**config.mk**
```make
export PLATFORM = sky130hd
export DESIGN_NAME = aes_dec_round_sequencer
export DESIGN_NICKNAME = d
export VERILOG_FILES = /design/src/rtl/aes_dec_pkg.sv /design/src/rtl/aes_dec_round_sequencer.sv
export SDC_FILE = /design/constraint.sdc
export NUM_CORES = 1
export LEC_CHECK = 0
export BUFFER_PORTS_ARGS = -buffer_cell sky130_fd_sc_hd__buf_4
export CAP_MARGIN = 20
export CORE_AREA = 5 5 298 300
export CTS_CLUSTER_SIZE = 24
export DETAILED_ROUTE_END_ITERATION = 16
export DIE_AREA = 0 0 303 305
export SYNTH_ARGS = -nofsm -noshare
export SYNTH_HDL_FRONTEND = slang
export SYNTH_SLANG_ARGS = --single-unit
```
**constraint.sdc**
```tcl
create_clock -name clk -period 1.9 [get_ports clk]
set_input_delay 0.475 -clock clk [delete_from_list [all_inputs] [get_ports clk]]
set_output_delay 0.475 -clock clk [all_outputs]
set_load 0.005 [all_outputs]
```
**src/rtl/aes_dec_pkg.sv**
```systemverilog
// Shared definitions for the AES-128 decryption round sequencer.
// Round count, key index width, default block width and FSM states.
package aes_dec_pkg;

  localparam int NR_AES128         = 10;
  localparam int KEY_IDX_W         = 4;
  localparam int BLOCK_LENGTH_DFLT = 128;

  typedef enum logic [2:0] {
    IDLE,
    ISSUE,
    WAIT,
    FINAL,
    DONE
  } dec_state_e;

endpackage

```
**src/rtl/aes_dec_round_sequencer.sv**
```systemverilog
// Iterative AES-128 decrypt controller: drives one shared inverse-round
// stage once per key NR..1, then applies the key-0 XOR itself.
// Ports: clk/rst (sync, active-low); in_* ciphertext handshake;
// out_* plaintext handshake; key_idx/key_in key store; dp_* stage; busy.
module aes_dec_round_sequencer
  import aes_dec_pkg::*;
#(
  parameter int BLOCK_LENGTH = BLOCK_LENGTH_DFLT,
  parameter int NR           = NR_AES128,
  parameter int ROUND_LAT    = 2
) (
  input  logic                    clk,
  input  logic                    rst,
  input  logic                    in_valid,
  output logic                    in_ready,
  input  logic [BLOCK_LENGTH-1:0] in_data,
  output logic                    out_valid,
  input  logic                    out_ready,
  output logic [BLOCK_LENGTH-1:0] out_data,
  output logic [KEY_IDX_W-1:0]    key_idx,
  input  logic [BLOCK_LENGTH-1:0] key_in,
  output logic [BLOCK_LENGTH-1:0] dp_in,
  output logic [BLOCK_LENGTH-1:0] dp_key,
  output logic                    dp_mix_bypass,
  input  logic [BLOCK_LENGTH-1:0] dp_out,
  output logic                    busy
);

  localparam int LAT_W =
    (ROUND_LAT > 1) ? $clog2(ROUND_LAT) : 1;
  localparam logic [LAT_W-1:0] LAT_INIT =
    LAT_W'(ROUND_LAT - 1);
  localparam logic [KEY_IDX_W-1:0] NR_IDX =
    KEY_IDX_W'(NR);

  dec_state_e state_q, state_d;

  logic [KEY_IDX_W-1:0]    round_q, round_d;
  logic [LAT_W-1:0]        lat_q, lat_d;
  logic [BLOCK_LENGTH-1:0] blk_q, blk_d;
  logic [BLOCK_LENGTH-1:0] dout_q, dout_d;
  logic                    in_ready_q, in_ready_d;
  logic                    out_valid_q, out_valid_d;
  logic                    busy_q, busy_d;
  logic                    byp_q, byp_d;

  always_comb begin
    state_d = state_q;
    round_d = round_q;
    lat_d   = lat_q;
    blk_d   = blk_q;
    dout_d  = dout_q;
    unique case (state_q)
      IDLE: begin
        if (in_valid && in_ready_q) begin
          blk_d   = in_data;
          round_d = NR_IDX;
          state_d = ISSUE;
        end
      end
      ISSUE: begin
        lat_d   = LAT_INIT;
        state_d = WAIT;
      end
      WAIT: begin
        if (lat_q != '0) begin
          lat_d = lat_q - 1'b1;
        end else begin
          blk_d   = dp_out;
          round_d = round_q - 1'b1;
          state_d = (round_d == '0) ? FINAL : ISSUE;
        end
      end
      FINAL: begin
        dout_d  = blk_q ^ key_in;
        state_d = DONE;
      end
      DONE: begin
        if (out_ready) state_d = IDLE;
      end
      default: state_d = IDLE;
    endcase

    // Outputs are registered from the next state so they line up
    // with state_q one cycle later.
    in_ready_d  = (state_d == IDLE);
    out_valid_d = (state_d == DONE);
    busy_d      = (state_d != IDLE);
    byp_d       = ((state_d == ISSUE) || (state_d == WAIT))
                  && (round_d == NR_IDX);
  end

  always_ff @(posedge clk) begin
    if (!rst) begin
      state_q     <= IDLE;
      round_q     <= '0;
      lat_q       <= '0;
      blk_q       <= '0;
      dout_q      <= '0;
      in_ready_q  <= 1'b0;
      out_valid_q <= 1'b0;
      busy_q      <= 1'b0;
      byp_q       <= 1'b0;
    end else begin
      state_q     <= state_d;
      round_q     <= round_d;
      lat_q       <= lat_d;
      blk_q       <= blk_d;
      dout_q      <= dout_d;
      in_ready_q  <= in_ready_d;
      out_valid_q <= out_valid_d;
      busy_q      <= busy_d;
      byp_q       <= byp_d;
    end
  end

  assign in_ready      = in_ready_q;
  assign out_valid     = out_valid_q;
  assign out_data      = dout_q;
  assign key_idx       = round_q;
  assign dp_in         = blk_q;
  assign dp_key        = key_in;
  assign dp_mix_bypass = byp_q;
  assign busy          = busy_q;

endmodule

```
# Word level (Yosys, flattened, before mapping)
# Cells that the tools add are included.
# op_classes
addsub,2
n_eq_ne,10
mux,13
bitwise_logic,1
reduce_logical,10
# ops
operator,n
2-to-1 mux 128 bit,2
one-hot mux 128 bit (2 select lines),1
XOR 128 bit,1
one-hot mux 3 bit (5 select lines),1
"equality test 3 x 2 -> 1 bit, second input constant",3
2-to-1 mux 3 bit,3
2-to-1 mux 4 bit,2
one-hot mux 4 bit (2 select lines),1
"equality test 3 x 1 -> 1 bit, second input constant",2
"equality test 3 bit, second input constant",2
logical NOT 3 bit,2
"equality test 4 bit, second input constant",1
logical NOT 4 bit,1
"!= test 2 bit, second input constant",2
nonzero test 2 bit,2
"subtractor 4 x 1 -> 4 bit, second input constant",1
AND reduction 3 bit,1
nonzero test 3 bit,1
logical AND 1 bit,2
2-to-1 mux 2 bit,1
one-hot mux 1 bit (2 select lines),1
logical OR 1 bit,1
2-to-1 mux 1 bit,1
"subtractor 1 bit, second input constant",1
# totals
regBits,268
inputBits,388
output_inout_bits,392
word_cells,45

# Longest topological paths before layout
# Gate-level depths: netlist (run 1).
# logic_depth
ltp_word,8
ltp_mapped,8
ltp_nobuf,6

# Least setup slack after synthesis (run 1)
# OpenSTA, ideal clock, no wires.
# synth_timing
path_type,register to register
startpoint,register state_q[2]
endpoint,"register byp_q, in the netlist dp_mix_bypass"
setup_ps,79
arrival_ps,1618
required_ps,1821
slack_ps,203
path_stages_with_launch,6
path_buffers,1
synth_period_minus_slack_ps,1697
path_cell_list,dfxtp_1 > buf_6 > nor4b_2 > mux2_2 > a221o_1 > a211oi_2
# synth_via
elab_chain_cells,5
word_cells_on_any_way,15
cone_classes,7 x eq/ne; 5 x mux; 3 x reduce/logical
# synth_rtl
item,line_no,source
"start, declared",aes_dec_round_sequencer.sv:36,"dec_state_e state_q, state_d;"
"start signal, assigned",aes_dec_round_sequencer.sv:105,state_q <= state_d;
equality test 3 bit (tied with other cells),aes_dec_round_sequencer.sv:53,unique case (state_q)
one-hot mux 3 bit (5 select lines),aes_dec_round_sequencer.sv:53,
equality test 3 x 1 -> 1 bit or equality test 3 x 2 -> 1 bit (tied branches),aes_dec_round_sequencer.sv:89,byp_d = ((state_d == ISSUE) || (state_d == WAIT))
logical OR 1 bit,aes_dec_round_sequencer.sv:89,
logical AND 1 bit *,aes_dec_round_sequencer.sv:90,&& (round_d == NR_IDX);
"end signal, assigned",aes_dec_round_sequencer.sv:113,byp_q <= byp_d;
"end, declared",aes_dec_round_sequencer.sv:45,"logic byp_q, byp_d;"
# Mark *: on every way between the ends. The rest lies on a longest branch, timed or not.
# A chain may end at the register's enable or synchronous reset.

# Worst setup path after layout (run 1)
# layout_timing
startpoint,register state_q[0]
endpoint,"register blk_q[117], in the netlist dp_in[117]"
# layout_via
elab_chain_cells,3
word_cells_on_any_way,7
cone_classes,3 x eq/ne; 1 x mux; 3 x reduce/logical
# layout_rtl
item,line_no,source
equality test 3 x 2 -> 1 bit or logical NOT 3 bit (tied branches),aes_dec_round_sequencer.sv:53,
!= test 2 bit (no source line) or nonzero test 2 bit (tied branches),n/a,
AND reduction 3 bit (no source line),n/a,
"end signal, assigned",aes_dec_round_sequencer.sv:108,blk_q <= blk_d;
"end, declared",aes_dec_round_sequencer.sv:40,"logic [BLOCK_LENGTH-1:0] blk_q, blk_d;"
# Parallel ways exist; a longest one is shown, timed or not.

==> results.sh, run 1 <==
export IMPL_fin_crit_sh_pct=96.54
export IMPL_synth_seq_cells=268
export IMPL_fin_ws_ps=65.67
export IMPL_cts_htree_levels=1
export IMPL_initial_core_util_pct=14.48
export IMPL_worstMarginPinSlew_ps=446.5
export IMPL_first_pass_iters=4
export IMPL_routedWlPerCell_um=16.95
export IMPL_path_class="register to register"
export IMPL_synth_cells=1324
export IMPL_area_growth_pct=61.64
export IMPL_viasPerCell=3.686
export IMPL_core_region_area_um2=85940
export IMPL_clkTransAtPathRegs_ps=60
export IMPL_synth_top_area_cell="dfxtp_1"
export IMPL_grt_pass1_vias=11710
export IMPL_skew_ps=5.169
export IMPL_vias=11640
export IMPL_die_w_um=303
export IMPL_port_buffers=779
export IMPL_yosys_warnings=0
export IMPL_maxSlewHeadroom_pct=69.38
export IMPL_total_power_w=0.01554
export IMPL_rsz0062_at_grt="no"
export IMPL_cts_buffer_depth=3
export IMPL_grt_pass1_wl_mm=74.24
export IMPL_dp_cells=3103
export IMPL_place_ws_ps=-87.78
export IMPL_synth_area_top_cells="dfxtp_1 43%, a211oi_1 15%, mux2i_1 10%, xnor2_1 9.1%, buf_4 8.1%"
export IMPL_tritoncts="done"
export IMPL_cts_sinks=268
export IMPL_powerDensity_nw_per_um2=772.1
export IMPL_cpMostUsedCell="buf_12"
export IMPL_critical_path_arrival_ps=2290
export IMPL_synth_nets=1714
export IMPL_antenna_found_initial=0
export IMPL_grt_use_total_pct=10.48
export IMPL_drtAntennaViolNets=0
export IMPL_critPathMaxFanout=23
export IMPL_setup_viol=0
export IMPL_antenna_cells=0
export IMPL_clock_fmax_ghz=0.5452
export IMPL_drive_above_1_share_pct=45.75
export IMPL_setup_tns_ps=0
export IMPL_synth_top_area_share_pct=43.10
export IMPL_slowest_delay_ps=400
export IMPL_ys_seq_area_share_pct=43.10
export IMPL_synth_cell_types=34
export IMPL_grt_max_degree=67
export IMPL_finalNonFillerCells=3157
export IMPL_worstPathRequired_ps=2360
export IMPL_nets=2373
export IMPL_startpoint_type="register"
export IMPL_die_h_um=305
export IMPL_cts_hold_buf=0
export IMPL_regToRegStartpoint="state_q[0]"
export IMPL_holdWs_ps=177.5
export IMPL_root_buffer="clkbuf_16"
export IMPL_drt_wl_total_mm=53.50
export IMPL_end_kind="register"
export IMPL_drc=0
export IMPL_maxCapViolations=0
export IMPL_synth_area_um2=12450
export IMPL_syn_avg_cell_area_um2=9.402
export IMPL_gr_total_overflow=0
export IMPL_drv_slew=0
export IMPL_cp_slowest_cell="dfxtp_1"
export IMPL_row_count=108
export IMPL_finalHoldViolCount=0
export IMPL_layout_min_cycle_time_ps=1834
export IMPL_fp_dieArea_um2=92420
export IMPL_min_path_type="input pin to register"
export IMPL_startpoint="state_q[0]"
export IMPL_hpwl_mm=43.98
export IMPL_drtIter0Drc=399
export IMPL_peakVddDrop_mv=0.6503
export IMPL_cts_buffers=31
export IMPL_crit_chain="nor3b_4 > buf_12 > buf_12 > mux2i_1 > a211oi_1"
export IMPL_ios=780
export IMPL_status="complete, no violations"
export IMPL_place_congestion=0.8817
export IMPL_clkLatencyLatePin_ps=580
export IMPL_hold_path_startpoint="rst"
export IMPL_p_leak_nw=8.023
export IMPL_fillers=9456
## Yosys cell counts, drive strengths merged
| master | instances |
|---|---|
| a21oi | 6 |
| nand3b | 1 |
| a221o | 1 |
| dfxtp | 268 |
| and2 | 1 |
| inv | 5 |
| and3b | 2 |
| nor3 | 2 |
| mux2i | 128 |
| a31oi | 1 |
| mux2 | 1 |
| xor2 | 2 |
| nor3b | 1 |
| nor2 | 264 |
| ha | 2 |
| or3 | 1 |
| nor2b | 2 |
| o21ai | 5 |
| nor4b | 2 |
| clkbuf | 39 |
| a211o | 1 |
| nand3 | 1 |
| buf | 193 |
| nand2 | 4 |
| xnor2 | 129 |
| or2 | 1 |
| o21a | 2 |
| a211oi | 257 |
| nand2b | 2 |
## state kept, by name (all words and copies together), names as in the netlist
register / flops
dp_in: 128
out_data: 128
key_idx: 4
state_q: 3
busy: 1
dp_mix_bypass: 1
in_ready: 1
lat_q: 1
out_valid: 1
## routing by layer
metal / GRT usage, % / vias up / wire, um
met4: 3.276 / 0 / 1786
met3: 3.545 / 62 / 5107
li1: - / 5832 / -
met5: 0 / - / 0
met2: 18.34 / 489 / 26000
met1: 12.00 / 5254 / 20600
## final timing paths
path	endpoint	slack, ps	depth (start not counted)
hold / removal	key_idx[0]	180	2
setup / recovery	dp_in[117]	70	5
setup reg to reg	dp_in[117]	70	5
hold reg to reg	out_data[9]	490	2
## per-stage QoR
stage | cell area (um^2) | util (%)
2_1_floorplan | 12450 | -
4_1_cts | 20070 | 23.35
3_5_place_dp | 19110 | 22.24
5_1_grt | 20120 | 23.41
3_3_place_gp | 19110 | 22.24
6_report | 20120 | 23.41
## layout make-up
cell class,instances,area (um^2),share of cell area [%]
inverters,5,26.28,0.1306
flip-flops and latches,268,5366,26.67
repair buffers,858,6671,33.16
multi-input cells,819,5662,28.14
clock inverters,5,25.02,0.1244
clock buffers,47,925.9,4.601
well taps,1155,1445,7.182
## worst max-delay path: cells and delay by family, from the launching register on
| family | cells | cell delay [ps] |
|---|---|---|
| compound gates | 1 | 110 |
| buf+inv | 2 | 500 |
| flops | 1 | 400 |
| mux | 1 | 300 |
| simple gates | 1 | 360 |
## what timing repair did
action                                  in CTS  in global routing
pin swaps                                    0                  1
hold endpoints to repair                     0                  0
gates resized for setup                      1                  5
buffers inserted                             0                  1
cloned                                       0                  1
endpoints found under the setup margin       1                  4
## power by group
group | internal (W) | switching [W] | total [W]
Combinational | 0.00194 | 0.00152 | 0.00345
Clock | 0.00330 | 0.00239 | 0.00569
Sequential | 0.00599 | 0.000404 | 0.00639
## cells by family after synthesis
family	after synthesis	synth area share [%]
buffers and inverters	237	11.75
muxes	129	10.38
xor gates and xnor gates	131	9.217
AOI/OAI and AO/OA	273	16.30
adders and majority gates	2	0.2010
DFF	268	43.10
and+or+nand+nor	284	9.046
## layout by cell type, fill, tap and decap left out, types with 2 or more instances in the layout
cell and instances:
nand2_1 4, a21oi_1 6, xor2_1 2, nor2_1 264, clkinv_2 5, mux2i_2 3, inv_1 4, nor2b_1 2
buf_12 17, xnor2_1 129, buf_4 840, clkbuf_8 9, clkbuf_16 32, mux2i_1 124, clkbuf_1 7, nand2b_1 2
ha_1 2, o21ai_0 5, dfxtp_1 267, a211oi_1 256, nor3_1 2
No activity file was read; power rests on OpenSTA's default activity.
==> inputs of run 2 (changes only) <==
BUFFER_PORTS_ARGS = -buffer_cell sky130_fd_sc_hd__buf_2   (was -buffer_cell sky130_fd_sc_hd__buf_4)
==> results.sh, run 2 (same netlist as run 1, synthesis figures left out) <==
export IMPL_critPathMaxFanout=3
export IMPL_powerDensity_nw_per_um2=877.0
export IMPL_cts_resized=0
export IMPL_die_h_um=305
export IMPL_viasPerCell=3.715
export IMPL_cts_sinks=268
export IMPL_cts_buffers=34
export IMPL_final_common_cell="buf_2"
export IMPL_path_class="register to primary output"
export IMPL_clkTransAtPathRegs_ps=50
export IMPL_initial_core_util_pct=14.48
export IMPL_layout_min_cycle_time_ps=1835
export IMPL_maxCapViolations=0
export IMPL_critical_path_arrival_ps=1360
export IMPL_drt_wl_total_mm=51.88
export IMPL_drtAntennaViolNets=0
export IMPL_place_congestion=0.9485
export IMPL_clock_fmax_ghz=0.5449
export IMPL_drive_above_1_share_pct=45.98
export IMPL_dp_cells=3114
export IMPL_worstPathRequired_ps=1420
export IMPL_fillers=9498
export IMPL_grt_use_total_pct=10.32
export IMPL_cp_buffers_inverters=1
export IMPL_cp_slowest_cell="dfxtp_1"
export IMPL_grt_pass1_vias=11430
export IMPL_p_leak_nw=7.710
export IMPL_setup_viol=0
export IMPL_setup_tns_ps=0
export IMPL_routedWlPerCell_um=16.35
export IMPL_grt_max_degree=43
export IMPL_status="complete, no violations"
export IMPL_nets=2385
export IMPL_clkLatencyLatePin_ps=530
export IMPL_antenna_found_initial=3
export IMPL_finalHoldViolCount=0
export IMPL_vias=11790
export IMPL_tritoncts="done"
export IMPL_post_cts_buffers=0
export IMPL_final_cell_mix="779 x buf_2, 268 x dfxtp_1, 264 x nor2_1, 256 x a211oi_1, 129 x xnor2_1"
export IMPL_port_buffers=779
export IMPL_root_buffer="clkbuf_16"
export IMPL_ios=780
export IMPL_row_count=108
export IMPL_first_pass_iters=4
export IMPL_drtIter0Drc=423
export IMPL_hpwl_mm=42.87
export IMPL_startpoint_type="register"
export IMPL_crit_chain="buf_2"
export IMPL_final_core_util_pct=21.42
export IMPL_drc=0
export IMPL_peakVddDrop_mv=0.4520
export IMPL_drv_slew=0
export IMPL_cts_hold_buf=0
export IMPL_gr_total_overflow=0
export IMPL_cpLargestDelayFamily="flip-flops"
export IMPL_cts_htree_levels=2
export IMPL_maxSlewHeadroom_pct=67.61
export IMPL_grt_pass1_wl_mm=72.05
export IMPL_end_kind="primary output"
export IMPL_worstMarginPinSlew_ps=485.2
export IMPL_slowest_delay_ps=610
export IMPL_fp_dieArea_um2=92420
export IMPL_rsz0062_at_grt="no"
export IMPL_skew_ps=11.95
export IMPL_core_region_area_um2=85940
export IMPL_finalNonFillerCells=3172
export IMPL_cts_buffer_depth=3
export IMPL_die_w_um=303
export IMPL_fin_crit_sh_pct=96.59
export IMPL_min_path_type="input pin to register"
export IMPL_area_growth_pct=47.90
[run 2: path summary, 6_finish.rpt]
path,cells after the start,to,startpoint,slack (ps)
max,1,dp_in[9],dp_in[9],60
min,2,key_idx[0],rst,250
max reg2reg,6,dp_mix_bypass,key_idx[0],120
min reg2reg,2,out_data[4],out_data[4],490
[run 2: final cells by class]
cell class	count	area (um^2)	area share [%]
Antenna cell	1	2.502	0.01359
Clock buffer	47	1013	5.505
Clock inverter	10	161.4	0.8767
Inverter	5	26.28	0.1427
Multi-Input combinational cell	819	5638	30.62
Sequential cell	268	5365	29.14
Tap cell	1155	1445	7.849
Timing Repair Buffer	867	4760	25.85
[run 2: layer usage]
layer  GRT usage [%]  wire length (um)  vias up
met4           3.607              1629        4
met2           17.29             24390      505
met3           2.926              4586       68
li1                -                 -     5875
met5               0                27        -
met1           12.66             21240     5333
[run 2: per-stage QoR]
| step | power (W) | cell area (um^2) | hold WS, ps | setup WS, ps |
|---|---|---|---|---|
| 2_1_floorplan | 0.007977 | 12450 | 493.9 | 202.5 |
| 3_3_place_gp | 0.009486 | 17230 | 482.8 | 93.04 |
| 3_5_place_dp | 0.009500 | 17230 | 487.8 | 59.86 |
| 4_1_cts | 0.01652 | 18410 | 193.2 | 17.62 |
| 5_1_grt | 0.01697 | 18410 | 219.4 | 2.069 |
| 6_report | 0.01615 | 18410 | 246.2 | 64.84 |
[run 2: where the power goes]
group | switching [W] | total (W) | leakage (nW) | internal [W]
sequential | 0.000407 | 0.00640 | 2.18 | 0.00599
combinational | 0.00147 | 0.00294 | 4.95 | 0.00146
clock | 0.00255 | 0.00681 | 0.578 | 0.00426
==> inputs of run 3 (changes only) <==
CORE_AREA = 5 5 296 298   (was 5 5 298 300)
DIE_AREA = 0 0 301 303   (was 0 0 303 305)
==> results.sh, run 3 (same netlist as run 1, synthesis figures left out) <==
export IMPL_status="complete, no violations"
export IMPL_core_region_area_um2=84610
export IMPL_rsz0062_at_grt="no"
export IMPL_regToRegStartpoint="state_q[2]"
export IMPL_setup_viol=0
export IMPL_clkLatencyLatePin_ps=540
export IMPL_place_congestion=0.9168
export IMPL_critPathMaxFanout=13
export IMPL_path_class="register to register"
export IMPL_clock_fmax_ghz=0.5505
export IMPL_maxCapViolations=0
export IMPL_startpoint="state_q[2]"
export IMPL_clkTransAtPathRegs_ps=60
export IMPL_nets=2397
export IMPL_cts_sinks=268
export IMPL_final_cell_mix="779 x buf_2, 264 x nor2_1, 263 x dfxtp_1, 256 x a211oi_1, 129 x xnor2_1"
export IMPL_cp_slowest_cell="dfxtp_1"
export IMPL_initial_core_util_pct=14.71
export IMPL_root_buffer="clkbuf_16"
export IMPL_skew_ps=25.25
export IMPL_drive_above_1_share_pct=46.65
export IMPL_fillers=9382
export IMPL_dpl_cell_area_um2=17220
export IMPL_critical_path_arrival_ps=2210
export IMPL_min_path_cells=2
export IMPL_r2r_worst_path_cells=5
export IMPL_drtAntennaViolNets=0
export IMPL_ios=780
export IMPL_grt_pass1_vias=11610
export IMPL_area_growth_pct=48.14
export IMPL_tritoncts="done"
export IMPL_hpwl_mm=44.16
export IMPL_min_path_type="input pin to register"
export IMPL_crit_chain="nor3b_4 > buf_12 > buf_4 > mux2i_1 > a211oi_1"
export IMPL_cts_buffer_depth=3
export IMPL_die_h_um=303
export IMPL_drtIter0Drc=489
export IMPL_end_kind="register"
export IMPL_first_pass_iters=5
export IMPL_maxSlewHeadroom_pct=63.49
export IMPL_r2r_end="dp_in[61]"
export IMPL_fin_ws_ps=83.47
export IMPL_peakVddDrop_mv=0.4174
export IMPL_vias=11860
export IMPL_final_common_cell="buf_2"
export IMPL_grt_max_degree=104
export IMPL_routedWlPerCell_um=17.07
export IMPL_endpoint="dp_in[61]"
export IMPL_port_buffers=779
export IMPL_worstMarginPinSlew_ps=547.7
export IMPL_place_ws_ps=-157.5
export IMPL_antenna_found_initial=4
export IMPL_holdWs_ps=216.1
export IMPL_powerDensity_nw_per_um2=860.1
export IMPL_fin_crit_sh_pct=95.61
export IMPL_finalHoldViolCount=0
export IMPL_grt_use_total_pct=10.70
export IMPL_drv_slew=0
export IMPL_die_w_um=301
export IMPL_drt_wl_total_mm=54.19
export IMPL_slowest_delay_ps=400
export IMPL_gr_total_overflow=0
export IMPL_layout_min_cycle_time_ps=1817
export IMPL_cts_htree_levels=2
export IMPL_rrSetupSlack_ps=80
export IMPL_row_count=107
export IMPL_drc=0
export IMPL_viasPerCell=3.735
export IMPL_total_power_w=0.01586
export IMPL_worstPathRequired_ps=2290
export IMPL_cts_buffers=35
export IMPL_grt_pass1_wl_mm=73.69
export IMPL_final_core_util_pct=21.79
export IMPL_cts_hold_buf=0
export IMPL_stdcell_area_um2=18440
export IMPL_fp_dieArea_um2=91200
export IMPL_p_leak_nw=7.743
export IMPL_startpoint_type="register"
[run 3: cell count changes in the layout (fill, tap and decap cells not counted), sizes merged]
cell / previous run / this run
bufinv: 4 / 2
diode: 1 / 3
clkinvlp: 0 / 1
clkinv: 6 / 7
inv: 5 / 7
buf: 867 / 877
[run 3: worst min path at each step]
stage	slack (ps)	startpoint	to
6_report	220	rst	key_idx[0]
4_1_cts	170	rst	key_idx[0]
2_1_floorplan	490	out_data[0]	out_data[0]
3_5_place_dp	490	out_data[73]	out_data[73]
3_3_place_gp	480	out_data[68]	out_data[68]
5_1_grt	170	rst	key_idx[0]
[run 3: layer usage]
metal  part of all wire (%)  wire (um)  track usage, %  vias to the layer above
met1                     41      22300           13.34                     5392
met4                    3.2       1744           4.085                        0
li1                       -          -               -                     5883
met3                    8.4       4572           2.891                       82
met2                     47      25570           17.71                      502
met5                      0          0               0                        -
[run 3: where the power goes]
part | leakage [nW] | total, W | internal [W] | switching (W)
logic | 5.02 | 0.00297 | 0.00148 | 0.00148
clock network | 0.542 | 0.00647 | 0.00386 | 0.00261
registers | 2.18 | 0.00643 | 0.00599 | 0.000435
total | 7.74 | 0.0159 | 0.0113 | 0.00452
[run 3: critical path, delay by kind of cell (launching register included)]
kind                   cells  cell delay, ps
AO/OA/AOI/OAI              1             110
buffers and inverters      2             450
flip-flops                 1             400
multiplexers               1             310
AND/OR/NAND/NOR            1             350
[run 3: final cells by class]
cell class	count	area, um^2	share of cell area [%]
Clock buffer	46	968.4	5.252
Timing Repair Buffer	878	4847	26.29
Clock inverter	12	135.1	0.7328
Multi-Input combinational cell	819	5653	30.66
Sequential cell	268	5371	29.13
Tap cell	1144	1431	7.762
Antenna cell	3	7.507	0.04071
Inverter	5	26.28	0.1425
[run 3: repair_timing]
action	in CTS	in global routing
gates resized for setup	6	3
setup endpoints to repair	14	6
pin swaps	0	0
setup buffers	0	8
gates cloned	0	1
[run 3: through the flow]
step / TNS (ps) / instances
floorplan: 0 / 1324
global placement: -310.0 / 3105
detailed placement: -433.3 / 3105
CTS: 0 / 3163
global route: 0 / 3174
finish: 0 / 3175
